**config.mk**
```make
export PLATFORM = sky130hd
export DESIGN_NAME = cam_capture
export DESIGN_NICKNAME = d
export VERILOG_FILES = /design/src/rtl/cam_pkg.sv /design/src/rtl/cam_pix_fifo.sv /design/src/rtl/cam_capture.sv
export SDC_FILE = /design/constraint.sdc
export NUM_CORES = 1
export LEC_CHECK = 0
export BUFFER_PORTS_ARGS = -buffer_cell sky130_fd_sc_hd__buf_2
export CORE_MARGIN = 1
export CORE_UTILIZATION = 60
export DETAILED_ROUTE_END_ITERATION = 7
export HOLD_SLACK_MARGIN = 0.15
export PLACE_DENSITY = 0.83
export RECOVER_POWER = 25
export SKIP_CTS_REPAIR_TIMING = 1
export SKIP_LAST_GASP = 1
export SLEW_MARGIN = 5
export SYNTH_ARGS = -nofsm -noshare
export SYNTH_HDL_FRONTEND = slang
export SYNTH_SLANG_ARGS = --single-unit
```
**constraint.sdc**
```tcl
create_clock -name i_clk -period 4.4 [get_ports i_clk]
set_input_delay 0 -clock i_clk [delete_from_list [all_inputs] [get_ports i_clk]]
set_output_delay 0 -clock i_clk [all_outputs]
set_load 0.01 [all_outputs]
```
**src/rtl/cam_pkg.sv**
```systemverilog
// cam_pkg: shared pixel types, capture states and the RGB565 to RGB888 expansion
package cam_pkg;
  typedef struct packed {
    logic [7:0] r;
    logic [7:0] g;
    logic [7:0] b;
  } rgb888_t;
  typedef enum logic [1:0] {SYNC_WAIT, VBLANK, ACTIVE, DROP} cap_state_e;
  typedef struct packed {
    rgb888_t pix;
    logic    sof;
    logic    eol;
  } pix_tag_t;
  localparam int H_ACTIVE_DEF = 640;
  localparam int V_ACTIVE_DEF = 480;
  function automatic rgb888_t rgb565_to_888(input logic [15:0] p);
    return '{r: {p[15:11], p[15:13]}, g: {p[10:5], p[10:9]}, b: {p[4:0], p[4:2]}};
  endfunction
endpackage

```
**src/rtl/cam_pix_fifo.sv**
```systemverilog
// cam_pix_fifo: show-ahead pixel FIFO; a write into a full FIFO lands when a pop happens the same cycle
module cam_pix_fifo import cam_pkg::*; #(
  parameter int DEPTH = 16
) (
  input  logic     clk,
  input  logic     rst,
  input  logic     wr_en,
  input  pix_tag_t wdata,
  input  logic     rd_en,
  output pix_tag_t rdata,
  output logic     full,
  output logic     empty
);
  localparam int AW = $clog2(DEPTH);
  pix_tag_t mem_q [DEPTH];
  logic [AW-1:0] wp_q, wp_d, rp_q, rp_d;
  logic [AW:0] cnt_q, cnt_d;
  logic wr, rd;
  assign full  = cnt_q == (AW+1)'(DEPTH);
  assign empty = cnt_q == '0;
  assign rd    = rd_en & ~empty;
  assign wr    = wr_en & (~full | rd);
  assign rdata = mem_q[rp_q];
  always_comb begin
    wp_d  = wr ? wp_q + 1'b1 : wp_q;
    rp_d  = rd ? rp_q + 1'b1 : rp_q;
    cnt_d = cnt_q + (AW+1)'(wr) - (AW+1)'(rd);
  end
  always_ff @(posedge clk) begin
    if (rst) begin
      wp_q  <= '0;
      rp_q  <= '0;
      cnt_q <= '0;
    end else begin
      wp_q  <= wp_d;
      rp_q  <= rp_d;
      cnt_q <= cnt_d;
    end
  end
  always_ff @(posedge clk) if (wr) mem_q[wp_q] <= wdata;
endmodule

```
**src/rtl/cam_capture.sv**
```systemverilog
// cam_capture: camera RGB565 byte bus to tagged RGB888 valid/ready pixel stream
// CAM_TEST_PATTERN_EN replaces camera pixel data with 8 vertical colour bars
module cam_capture import cam_pkg::*; #(
  parameter int H_ACTIVE   = H_ACTIVE_DEF,
  parameter int V_ACTIVE   = V_ACTIVE_DEF,
  parameter int FIFO_DEPTH = 16
) (
  input  logic       i_clk,
  input  logic       i_rst,
  input  logic       i_cam_pclk_en,
  input  logic       i_cam_vsync,
  input  logic       i_cam_href,
  input  logic [7:0] i_cam_data,
  output logic       o_valid,
  input  logic       i_ready,
  output logic [7:0] o_red,
  output logic [7:0] o_green,
  output logic [7:0] o_blue,
  output logic       o_sof,
  output logic       o_eol,
  output logic       o_overflow,
  output logic       o_line_err
);
  localparam logic [15:0] H_MAX = 16'(H_ACTIVE);
  localparam logic [15:0] V_MAX = 16'(V_ACTIVE);
  cap_state_e state_q, state_d;
  logic vs_q, vs_d, hr_q, hr_d, phase_q, phase_d, sof_arm_q, sof_arm_d;
  logic ovf_q, ovf_d, lerr_q, lerr_d;
  logic [7:0] byte0_q, byte0_d;
  logic [15:0] x_q, x_d, y_q, y_d;
  logic vs_rise, vs_fall, line_end, capture, wr_en, drop, pop, full, empty;
  pix_tag_t wdata, rdata;
  rgb888_t cam_pix;
  assign vs_rise  = i_cam_pclk_en & i_cam_vsync & ~vs_q;
  assign vs_fall  = i_cam_pclk_en & ~i_cam_vsync & vs_q;
  assign line_end = i_cam_pclk_en & ~i_cam_href & hr_q & (y_q < V_MAX);
  assign capture  = (state_q == ACTIVE) & i_cam_pclk_en & i_cam_href & (y_q < V_MAX);
  assign wr_en    = capture & phase_q & (x_q != H_MAX);
  assign pop      = ~empty & i_ready;
  assign drop     = wr_en & full & ~pop;
`ifdef CAM_TEST_PATTERN_EN
  assign cam_pix = '{r: {8{~x_q[8]}}, g: {8{~x_q[9]}}, b: {8{~x_q[7]}}};
`else
  assign cam_pix = rgb565_to_888({byte0_q, i_cam_data});
`endif
  assign wdata = '{pix: cam_pix, sof: sof_arm_q, eol: x_q == H_MAX - 16'd1};
  always_comb begin
    state_d   = state_q;
    vs_d      = i_cam_pclk_en ? i_cam_vsync : vs_q;
    hr_d      = i_cam_pclk_en ? i_cam_href : hr_q;
    phase_d   = capture ? ~phase_q : phase_q;
    byte0_d   = capture & ~phase_q ? i_cam_data : byte0_q;
    x_d       = capture & phase_q & (x_q != H_MAX) ? x_q + 16'd1 : x_q;
    y_d       = y_q;
    sof_arm_d = sof_arm_q & ~(wr_en & ~drop);
    ovf_d     = ovf_q | drop;
    lerr_d    = lerr_q;
    unique case (state_q)
      SYNC_WAIT: if (vs_rise) state_d = VBLANK;
      VBLANK: if (vs_fall) begin
        state_d   = ACTIVE;
        x_d       = '0;
        y_d       = '0;
        phase_d   = 1'b0;
        ovf_d     = 1'b0;
        lerr_d    = 1'b0;
        sof_arm_d = 1'b1;
      end
      ACTIVE: begin
        if (drop) state_d = DROP;
        if (line_end) begin
          lerr_d  = lerr_q | phase_q | (x_q != H_MAX);
          x_d     = '0;
          phase_d = 1'b0;
          y_d     = y_q + 16'd1;
        end
        // a line still open when the frame ends counts as incomplete
        if (vs_rise) begin
          state_d = VBLANK;
          lerr_d  = line_end ? lerr_d : lerr_q | phase_q | (x_q != '0);
          x_d     = '0;
          phase_d = 1'b0;
        end
      end
      DROP: if (vs_rise) state_d = VBLANK;
    endcase
  end
  always_ff @(posedge i_clk) begin
    if (i_rst) begin
      state_q   <= SYNC_WAIT;
      vs_q      <= 1'b0;
      hr_q      <= 1'b0;
      phase_q   <= 1'b0;
      sof_arm_q <= 1'b0;
      ovf_q     <= 1'b0;
      lerr_q    <= 1'b0;
      byte0_q   <= '0;
      x_q       <= '0;
      y_q       <= '0;
    end else begin
      state_q   <= state_d;
      vs_q      <= vs_d;
      hr_q      <= hr_d;
      phase_q   <= phase_d;
      sof_arm_q <= sof_arm_d;
      ovf_q     <= ovf_d;
      lerr_q    <= lerr_d;
      byte0_q   <= byte0_d;
      x_q       <= x_d;
      y_q       <= y_d;
    end
  end
  cam_pix_fifo #(.DEPTH(FIFO_DEPTH)) u_fifo (
    .clk  (i_clk),
    .rst  (i_rst),
    .wr_en(wr_en),
    .wdata(wdata),
    .rd_en(i_ready),
    .rdata(rdata),
    .full (full),
    .empty(empty)
  );
  // head memory is not reset, so pixel fields are forced to zero while empty
  assign o_valid    = ~empty;
  assign o_red      = rdata.pix.r & {8{o_valid}};
  assign o_green    = rdata.pix.g & {8{o_valid}};
  assign o_blue     = rdata.pix.b & {8{o_valid}};
  assign o_sof      = rdata.sof & o_valid;
  assign o_eol      = rdata.eol & o_valid;
  assign o_overflow = ovf_q;
  assign o_line_err = lerr_q;
endmodule

```
# Word-level counts from Yosys, hierarchy flattened
# Memories as Yosys holds them, arrays and structs flattened. A register that Yosys moved wholly into a read port is not among the register bits.
# Cells that the tools add are included.
dict set report totals {
  ff_bits 61
  ramBits 416
  out_inout_bits 29
  wordCells 108
  memories 1
}
# name depth word_bits read_ports rd_ports_with_merged_regs wr line_no
set memory_table {}
lappend memory_table {u_fifo.mem_q 16 26 1 1 1 cam_pix_fifo.sv:15} ;# pix_tag_t mem_q [DEPTH];
dict set report classes {
  add_sub_neg 6
  order_cmp 1
  eq_ne 10
  mux 31
  bitwise 38
  reduce_logical 8
}
# cell count
set ops {}
lappend ops {{2-to-1 mux 16 bit} 6}
lappend ops {{one-hot mux 16 bit (2 select lines)} 2}
lappend ops {{adder 16 x 1 -> 16 bit (second input constant)} 2}
lappend ops {{AND 8 bit} 3}
lappend ops {{AND 1 bit} 21}
lappend ops {{== test 16 x 10 -> 1 bit (second input constant)} 1}
lappend ops {{less-than comparator 16 x 9 -> 1 bit (second input constant)} 1}
lappend ops {{inequality test 16 x 10 -> 1 bit (second input constant)} 1}
lappend ops {{nonzero test 16 bit} 1}
lappend ops {{2-to-1 mux 1 bit} 14}
lappend ops {{NOT 1 bit} 9}
lappend ops {{adder 4 x 1 -> 4 bit (second input constant)} 2}
lappend ops {{2-to-1 mux 2 bit} 4}
lappend ops {{2-to-1 mux 4 bit} 2}
lappend ops {{one-hot mux 2 bit (3 select lines)} 1}
lappend ops {{AND reduction 3 bit} 2}
lappend ops {{adder 5 x 1 -> 5 bit} 1}
lappend ops {{== test 5 bit (second input constant)} 1}
lappend ops {{zero test 5 bit} 1}
lappend ops {{bitwise OR 1 bit} 5}
lappend ops {{subtractor 5 x 1 -> 5 bit} 1}
lappend ops {{== test 2 bit (second input constant)} 2}
lappend ops {{inequality test 2 bit (second input constant)} 2}
lappend ops {{one-hot mux 1 bit (2 select lines)} 2}
lappend ops {{other kinds (7)} 7}

# Longest topological paths before layout
dict set report depth {
  word_depth 14
  ltp_mapped 15
}

# By module
# Synthesis repeated with hierarchy kept, for this count alone.
dict set report hier_totals {
  cells_unflattened 1048
  area_unflattened_um2 19259.7
}
# mod n_inst cells_each area_per_inst_um2
set by_module_without_submodules {}
lappend by_module_without_submodules {cam_pix_fifo 1 748 16687.3}
lappend by_module_without_submodules {cam_capture 1 300 2572.5}

# Worst setup path after synthesis
# Ideal clock, no wire load.
dict set report synth_timing {
  path_type {register to register}
  startpoint {register y_q[15]}
  endpoint {memory u_fifo.mem_q[0][0] (netlist bit), enable pin}
  setup_ns 0.416
  t_arrival_ns 2.894
  path_slack_ns 1.091
  stages_incl_launch_ff 8
  n_path_buf 1
  period_less_slack_ns 3.309
  cell_sequence {dfxtp_1 nor4_2 nand3_1 nor2_1 ha_1 clkbuf_1 nand4_1 nor3_1}
}
dict set report synth_between {
  elab_chain_len 7
}
# element line_no
set synth_lines {}
lappend synth_lines {{start, declared} cam_capture.sv:30} ;# logic [15:0] x_q, x_d, y_q, y_d;
lappend synth_lines {{start signal, assigned} cam_capture.sv:110} ;# y_q <= y_d;
lappend synth_lines {{less-than comparator 16 x 9 -> 1 bit} cam_capture.sv:37} ;# assign capture = (state_q == ACTIVE) & i_cam_pclk_en & i_cam_href & (y_q < V_MAX);
lappend synth_lines {{AND 1 bit} cam_capture.sv:37}
lappend synth_lines {{AND 1 bit (2 in a row)} cam_capture.sv:38} ;# assign wr_en = capture & phase_q & (x_q != H_MAX);
lappend synth_lines {{AND 1 bit} cam_pix_fifo.sv:22} ;# assign wr = wr_en & (~full | rd);
lappend synth_lines {{2-to-1 mux 1 bit} cam_pix_fifo.sv:40} ;# always_ff @(posedge clk) if (wr) mem_q[wp_q] <= wdata;
lappend synth_lines {{2-to-1 mux 1 bit (implied by the code)} cam_pix_fifo.sv:40}
lappend synth_lines {{end, declared} cam_pix_fifo.sv:15}
# No other way between the ends.

# Final worst setup path
dict set report layout_timing {
  startpoint {register y_q[15]}
  endpoint {memory u_fifo.mem_q[4][24] (netlist bit), enable pin}
}
# Same word-level chain as after synthesis.

==> out/metrics.csv <==
metric,value,unit
detail_route.wl_per_cell,25.7,µm
mostFrequentLayoutCell,edfxtp_1,
syn_area,14200,µm²
ys_ff_latch,353,
worst-path-stages,7,
drt_iter0_markers,639,
critPathMaxStageDelay,1080,ps
ys_warn_count,0,
rsz0062_at_grt,false,
period_needed,3220,ps
synth.net_count,838,
n_fill_cell,1417,
antenna_found_initial,0,
htree_levels,2,
rows,55,
fin_setup_tns,0,ps
antenna_left,0,
drive_above_1_share,23.2,%
worst_slack,1180,ps
cap_viol_max_count,0,
clk_latency,530,ps
start_util,62.0,%
worstPathCellList,"nor4_2, nand3_1, nor2_1, ha_1, buf_4, nand4_1, nor2_2",
grtUsageMet2,45.4,%
multi_input_area,3970,µm²
cts_root_buf,clkbuf_16,
fp.dieH,156,µm
syn_area_per_cell,17.7,µm²
r2r-end,u_fifo.mem_q[4][24]$_DFFE_PP_,
maxSlewViolCount,0,
min_period_over_period,73.1,%
end_kind,flop,
async_reset_ff_share,0,%
coreArea,22900,µm²
grt_pass1_wl,46200,µm
powerDensity,523,nW/µm²
vias,7617,
dp_hpwl,16800,µm
yosysTopAreaCell,edfxtp_1,
tightestPinTransition,1310,ps
grt_use_met1,34.0,%
yosysTopAreaCellShare,60.9,%
port-buffer-count,42,
clock_path_buffers,3,
drc,0,
synthDistinctLibCells,44,
via_per_inst,6.27,
syn_to_final_growth,12.8,%
worst_r2r_path_depth,7,
r2r-start,y_q[15]$_SDFFE_PP0P_,
critPathCapture,u_fifo.mem_q[4][24]$_DFFE_PP_,
worst_setup_path_start_kind,flop,
clock.fmax,311,MHz
first_pass_iters,5,
place_ws,1270,ps
synth-main-ff-cell,edfxtp_1,
fin_skew,31.3,ps
grt_overflow,0,
pin_count,43,
crit_start,y_q[15]$_SDFFE_PP0P_,
cts_tree,built,
dieWidth,156,µm
cpMaxStageDelayCell,nor2_2,
leakage,5.08,nW
arrival,3340,ps
yosysSeqAreaShare,70.0,%
layout.nets,908,
netlist_top_cells_area,"edfxtp_1 61%, mux4_2 14%, dfxtp_1 9.2%",
hp-class,flop to flop,
cts_made_buffers,35,
critPathBufInv,1,
hold_ws,475,ps
cp_data_required_time,4530,ps
final_cell_mix,"288 x edfxtp_1, 90 x mux4_2, 63 x dfxtp_1",
status,finished clean,
clock_sinks,353,
worst_path_dominant_cell_family,simple AND/OR/NAND/NOR gates,
timing.reg2reg.setup_slack,1180,ps
first_global_vias,7755,
place.gp.congestion,0.849,
setup_viol,0,
worst-path-max-fanout,23,
grt_max_degree,73,
seqCellArea,9960,µm²
wirelength,31200,µm
grtUsageTotal,26.5,%
clkTransAtPathRegs,60,ps
antenna_cells,0,
busiest_layer,met2,
critPathKind,flop to flop,
final_hold_viol_count,0,
dieArea,24300,µm²
met3_usage,4.31,%
ir_drop,391,µV
netlist_instances,804,
synth_edf_count,288,
slew_headroom,12.3,%
worst register-to-register path: cells and delay by family (launching register included):
kind | cells | cell delay [ps]
simple gates | 5 | 2100
flops | 1 | 320
buf+inv | 1 | 240
fa+ha+maj | 1 | 170
per-layer routing:
metal	up-vias	wire, µm	part of all wire, %
met5	-	0	0
met4	0	1180	3.8
met3	79	1920	6.2
met2	321	16100	52
met1	3939	11900	38
li1	3278	-	-
sequential cells by signal, summed over array words and instances (netlist names), 2 cells and up, named ones only:
name and flops:
u_fifo.rp_q 4, u_fifo.wp_q 4, x_q 16, y_q 16
state_q 2, u_fifo.mem_q 288, byte0_q 8, u_fifo.cnt_q 5
where the power goes:
part / switching [mW] / internal (mW) / total (mW)
clock: 1.21 / 1.65 / 2.86
combinational: 0.776 / 0.862 / 1.64
sequential: 0.216 / 3.66 / 3.88
total: 2.20 / 6.18 / 8.38
logic make-up (layout without fill, tap and decap cells):
group	Yosys count	after routing	share of synthesized area, %
XOR/XNOR	28	28	1.73
multiplexers	103	103	15.2
AO/OA/AOI/OAI	37	37	1.63
flip-flops	353	353	70.0
buffers and inverters	69	166	2.43
adder cells (fa/ha/maj)	20	20	1.81
AND/OR/NAND/NOR	194	194	7.19
area by class of cell:
cell class              count  area share [%]
repair buffers             78            3.29
flip-flops and latches    353            62.1
multi-input cells         382            24.8
clock buffers              50            6.01
inverters                  24           0.562
clock inverters            14           0.819
well taps                 313            2.44
cells in the mapped netlist, types with 2 or more instances:
| master | count |
|---|---|
| dfxtp_1 | 65 |
| buf_2 | 6 |
| o21a_1 | 6 |
| nor4b_1 | 3 |
| a21o_1 | 2 |
| nor2b_1 | 3 |
| nand3_1 | 17 |
| buf_6 | 5 |
| a31oi_1 | 2 |
| inv_1 | 24 |
| nand2b_1 | 3 |
| nor2_1 | 67 |
| xnor2_1 | 9 |
| buf_1 | 4 |
| or3_1 | 4 |
| a21oi_1 | 17 |
| xor2_1 | 19 |
| mux4_2 | 90 |
| buf_4 | 11 |
| ha_1 | 19 |
| mux2i_1 | 12 |
| nand4b_1 | 2 |
| nor4_1 | 5 |
| o21ai_0 | 3 |
| nand2_1 | 18 |
| edfxtp_1 | 288 |
| and2_1 | 24 |
| nor3b_1 | 2 |
| clkbuf_1 | 19 |
| a41oi_1 | 3 |
| and3_1 | 6 |
| nand4_1 | 21 |
| nor3_1 | 11 |
| nand3b_1 | 3 |
| a211oi_1 | 2 |
how the worst min path moves through the flow:
stage          cells past startpoint  slack, ps                            end                start
6_report                           2        480            y_q[1]$_SDFFE_PP0P_  y_q[1]$_SDFFE_PP0P_
5_1_grt                            2        510            y_q[1]$_SDFFE_PP0P_  y_q[1]$_SDFFE_PP0P_
4_1_cts                            3       -230              hr_q$_SDFFE_PP0P_           i_cam_href
3_5_place_dp                       3        290              hr_q$_SDFFE_PP0P_           i_cam_href
3_3_place_gp                       3        280              vs_q$_SDFFE_PP0P_          i_cam_vsync
2_1_floorplan                      0        100  u_fifo.mem_q[0][12]$_DFFE_PP_        i_cam_data[5]
metrics by stage:
stage | total power [mW] | instances | instance area [µm²] | util, %
global placement | 5.52 | 1132 | 14800 | 64.4
global route | 8.70 | 1214 | 16000 | 70.0
floorplan | 5.17 | 804 | 14200 | -
detailed placement | 5.56 | 1132 | 14800 | 64.4
finish | 8.38 | 1214 | 16000 | 70.0
CTS | 8.43 | 1196 | 15900 | 69.2
No activity file was read; power rests on OpenSTA's default activity.
